--- src/rtl/pipe_skid_buffer_pkg.sv ---
// Shared pipeline definitions: stage-controller FSM encoding reused by skid buffers
// and other pipeline stage controllers.
package pipe_skid_buffer_pkg;

    typedef enum logic [1:0] {
        StEmpty = 2'd0,
        StOne   = 2'd1,
        StFull  = 2'd2
    } skid_state_e;

    function automatic logic [1:0] state_occupancy(input skid_state_e st);
        unique case (st)
            StOne:   return 2'd1;
            StFull:  return 2'd2;
            default: return 2'd0;
        endcase
    endfunction

endpackage

--- src/rtl/data_reg.sv ---
// W-bit data register with synchronous active-high reset and write enable.
module data_reg #(
    parameter int unsigned W = 16
) (
    input  logic         clk,
    input  logic         rst,
    input  logic         en,
    input  logic [W-1:0] d,
    output logic [W-1:0] q
);

    always_ff @(posedge clk) begin
        if (rst) begin
            q <= '0;
        end else if (en) begin
            q <= d;
        end
    end

endmodule

--- src/rtl/pipe_skid_buffer.sv ---
// Two-entry skid buffer: registered in_ready breaks the out_ready -> in_ready path while
// keeping full throughput; the skid entry absorbs the one beat in flight on a stall.
module pipe_skid_buffer
    import pipe_skid_buffer_pkg::*;
#(
    parameter int unsigned    W      = 16,
    parameter logic [W-1:0]   BUBBLE = '0
) (
    input  logic         clk,
    input  logic         rst,
    input  logic         flush,
    input  logic         in_valid,
    input  logic [W-1:0] in_data,
    output logic         in_ready,
    output logic         out_valid,
    output logic [W-1:0] out_data,
    input  logic         out_ready,
    output logic [1:0]   occupancy
);

    skid_state_e  state_q, state_d;
    logic         in_ready_q;
    logic [1:0]   occ_q;
    logic         main_en, skid_en;
    logic [W-1:0] main_d, main_q, skid_q;
    logic         accept, retire;

    assign accept = in_valid & in_ready_q;
    assign retire = out_valid & out_ready;

    always_comb begin
        state_d = state_q;
        main_en = 1'b0;
        main_d  = in_data;
        skid_en = 1'b0;
        unique case (state_q)
            StEmpty: begin
                if (accept) begin
                    state_d = StOne;
                    main_en = 1'b1;
                end
            end
            StOne: begin
                if (accept && retire) begin
                    main_en = 1'b1;
                end else if (accept) begin
                    state_d = StFull;
                    skid_en = 1'b1;
                end else if (retire) begin
                    state_d = StEmpty;
                end
            end
            StFull: begin
                if (retire) begin
                    state_d = StOne;
                    main_en = 1'b1;
                    main_d  = skid_q;
                end
            end
            default: state_d = StEmpty;
        endcase
        // Flush drops everything; stale entry contents stay hidden behind out_valid=0.
        if (flush) begin
            state_d = StEmpty;
            main_en = 1'b0;
            skid_en = 1'b0;
        end
    end

    always_ff @(posedge clk) begin
        if (rst) begin
            state_q    <= StEmpty;
            in_ready_q <= 1'b1;
            occ_q      <= 2'd0;
        end else begin
            state_q    <= state_d;
            in_ready_q <= (state_d != StFull);
            occ_q      <= state_occupancy(state_d);
        end
    end

    data_reg #(
        .W (W)
    ) u_main (
        .clk (clk),
        .rst (rst),
        .en  (main_en),
        .d   (main_d),
        .q   (main_q)
    );

    data_reg #(
        .W (W)
    ) u_skid (
        .clk (clk),
        .rst (rst),
        .en  (skid_en),
        .d   (in_data),
        .q   (skid_q)
    );

    assign in_ready  = in_ready_q;
    assign out_valid = (state_q != StEmpty);
    assign out_data  = out_valid ? main_q : BUBBLE;
    assign occupancy = occ_q;

endmodule

--- config.mk ---
export PLATFORM = sky130hd
export DESIGN_NAME = pipe_skid_buffer
export DESIGN_NICKNAME = d
export VERILOG_FILES = /design/src/rtl/pipe_skid_buffer_pkg.sv /design/src/rtl/data_reg.sv /design/src/rtl/pipe_skid_buffer.sv
export SDC_FILE = /design/constraint.sdc
export NUM_CORES = 1
export LEC_CHECK = 0
export ABC_CLOCK_PERIOD_IN_PS = 4019
export BUFFER_PORTS_ARGS = -buffer_cell sky130_fd_sc_hd__buf_4
export CAP_MARGIN = 5
export CORE_ASPECT_RATIO = 0.8
export CORE_UTILIZATION = 30
export CTS_BUF_LIST = sky130_fd_sc_hd__clkbuf_16
export CTS_CLUSTER_DIAMETER = 120
export DETAILED_ROUTE_END_ITERATION = 7
export GPL_ROUTABILITY_DRIVEN = 1
export MAX_ROUTING_LAYER = met4
export PLACE_DENSITY_LB_ADDON = 0.25
export SKIP_LAST_GASP = 1
export SYNTH_ARGS = -nofsm -noshare
export SYNTH_HDL_FRONTEND = slang
export SYNTH_SLANG_ARGS = --single-unit
--- constraint.sdc ---
create_clock -name clk -period 4.02 [get_ports clk]
set_input_delay 1.206 -clock clk [delete_from_list [all_inputs] [get_ports clk]]
set_output_delay 1.206 -clock clk [all_outputs]
set_load 0.005 [all_outputs]
==> reports/results.ini <==
[logic_synthesis]
synth_seq_cells=37
yosysSeqAreaShare=0.458
syn-num-nets=205
netlist_instances=184
synth_area_per_cell_um2=8.79
netlist_area_um2=1620
ys_warn_count=0
synthDistinctLibCells=23

[timing]
fin_crit_sh=0.685
hold_viol=0
totalNegativeSetupSlack_ps=0
post-route-min-period_ps=2750
report.final.slew_viol_count=0
skew_ps=2.31
tightest_slew_ps=955
clock.fmax_ghz=0.363
setup_viol=0
rsz0062_at_grt=false
slew_headroom=0.363

[clock_tree]
postCtsSetupBuffers=0
clk_pin_slew_worst_paths_ps=50
hold_buffers=0
cts_max_path_buffers=2
cts_resized=0
clock-sinks=37
cts_tree=done
clock_tree.root_cell=clkbuf_16
clk_latency_ps=270
htreeDepth=2
cts_buffers=5

[placed_design]
place_congestion=0.719
post-place-cells=272
io_buffers=40
dpl.hpwl_mm=2.30

[routing]
drtIter0Drc=60
num_vias=1331
drcViolationCount=6
final_antenna_net_count=0
avgRoutedWirePerCell_um=12.1
vias_per_cell=4.75
wirelength_mm=3.39
dr.pass1.iters=6

[global_route]
grt_pass1_vias=1166
grt_pass1_wl_mm=5.58
antenna_found_initial=0
grtUsageTotal=0.133
grt-ovfl-total=0
grt_max_degree=38

[die]
rows=23
die_height_um=67.7
boundaryPins=41
initial_core_util=0.317
die_area_um2=5690
core_area_um2=5090
die_w_um=84.1

[finish]
ff_latch_area_um2=741
finalNonFillerCells=280
fin_nets=238
drive_above_1_share=0.225
area_delta_synth_final_pct=27.6
multi_input_area_um2=796
fill_cells=534
antennaDiodeCount=0

[job]
drv_cap=0

[power_and_ir_drop]
power_density_nw_per_um2=400
peakVddDrop_uv=184
p_leak_nw=0.952
total_power_mw=0.825

[worst_setup_path]
required_ps=2810
worst_setup_path_end_kind=output pin
crit_type=reg2out
cp.arrival_ps=1550
cp-start-kind=flop
cp_max_fo=10

[outcome]
violations=DRC
status=finished with violations

[hold_path]
hold_path.class=reg2reg

==> placed cells by master, fill, tap and decap left out <==
cell type	synthesis	layout
dfxtp_1	37	37
and3b_1	1	1
or4b_1	1	1
nor4_1	2	2
nor2_1	34	34
or4_1	1	1
inv_1	1	4
clkbuf_16	0	5
a31oi_4	0	1
nand3_1	1	1
buf_4	0	41
a311oi_1	18	18
a21o_1	1	1
nor2b_1	16	16
nand4b_1	1	1
nand4bb_1	1	1
nand3b_2	1	1
mux2i_1	17	17
nand2_1	34	34
nor2b_2	1	1
==> cells in the mapped netlist, drive strengths merged <==
library cell / n / area [um2]
a21o: 1 / 7.51
a311oi: 18 / 158
a31oi: 1 / 12.5
and3b: 1 / 8.76
buf: 7 / 55.1
clkbuf: 8 / 30.0
dfxtp: 37 / 741
inv: 1 / 3.75
mux2i: 17 / 170
nand2: 34 / 128
nand3: 1 / 5.00
nand3b: 1 / 11.3
nand4b: 1 / 8.76
nand4bb: 1 / 11.3
nor2: 34 / 128
nor2b: 17 / 109
nor4: 2 / 12.5
or4: 1 / 7.51
or4b: 1 / 10.0
==> layer usage <==
metal  GRT usage  routed length, um
met1       0.165               1690
met2       0.200               1480
met3      0.0440                183
met4      0.0517                 36
met5           -                  0
==> layout make-up <==
type                       count  area share
tap                           62      0.0376
inverter                       1     0.00182
clock inverter                 3     0.00546
sequential                    37       0.359
clock buffer                   5      0.0607
multi-input combinational    131       0.386
timing repair buffer          41       0.149
==> report_power, final <==
| group | switching [mW] | total, mW | internal [mW] | leakage (nW) |
|---|---|---|---|---|
| logic | 0.0405 | 0.0817 | 0.0412 | 0.572 |
| registers | 0.00777 | 0.391 | 0.383 | 0.302 |
| clock network | 0.130 | 0.352 | 0.222 | 0.0776 |
| total | 0.178 | 0.825 | 0.647 | 0.952 |
==> flip-flops by register name (all words and copies together) (netlist names) <==
name / cells
u_main.q: 16
u_skid.q: 16
occupancy: 2
state_q: 2
in_ready: 1
==> path summary, 6_finish.rpt <==
path,startpoint,slack (ps),endpoint,depth (start not counted)
max reg2reg,state_q[1],1870,u_main.q[0],4
min reg2reg,u_skid.q[9],480,u_main.q[9],2
min,u_skid.q[9],480,u_main.q[9],2
max,state_q[1],1270,out_data[6],4
==> kinds of logic after synthesis <==
kind of cell | after synthesis | share of synthesized area
buf+inv | 16 | 0.0550
compound gates | 20 | 0.110
mux | 17 | 0.105
simple gates | 94 | 0.272
flops | 37 | 0.458
==> per-stage QoR <==
| stage | hold WS (ps) | worst slack (ps) | instance area [um2] | utilization |
|---|---|---|---|---|
| 2_1_floorplan | 458 | 1520 | 1620 | - |
| 3_3_place_gp | 466 | 1060 | 1930 | 0.378 |
| 3_5_place_dp | 473 | 1040 | 1930 | 0.378 |
| 4_1_cts | 480 | 1220 | 2060 | 0.405 |
| 5_1_grt | 491 | 1080 | 2060 | 0.405 |
| 6_report | 476 | 1270 | 2060 | 0.405 |
==> critical path, cell delays in order (launching register included) <==
cell and delay [ps]:
dfxtp_1 380, nor2_1 430, buf_4 270, nor2b_1 60, buf_4 130
Power figures use the tool's default switching activity.
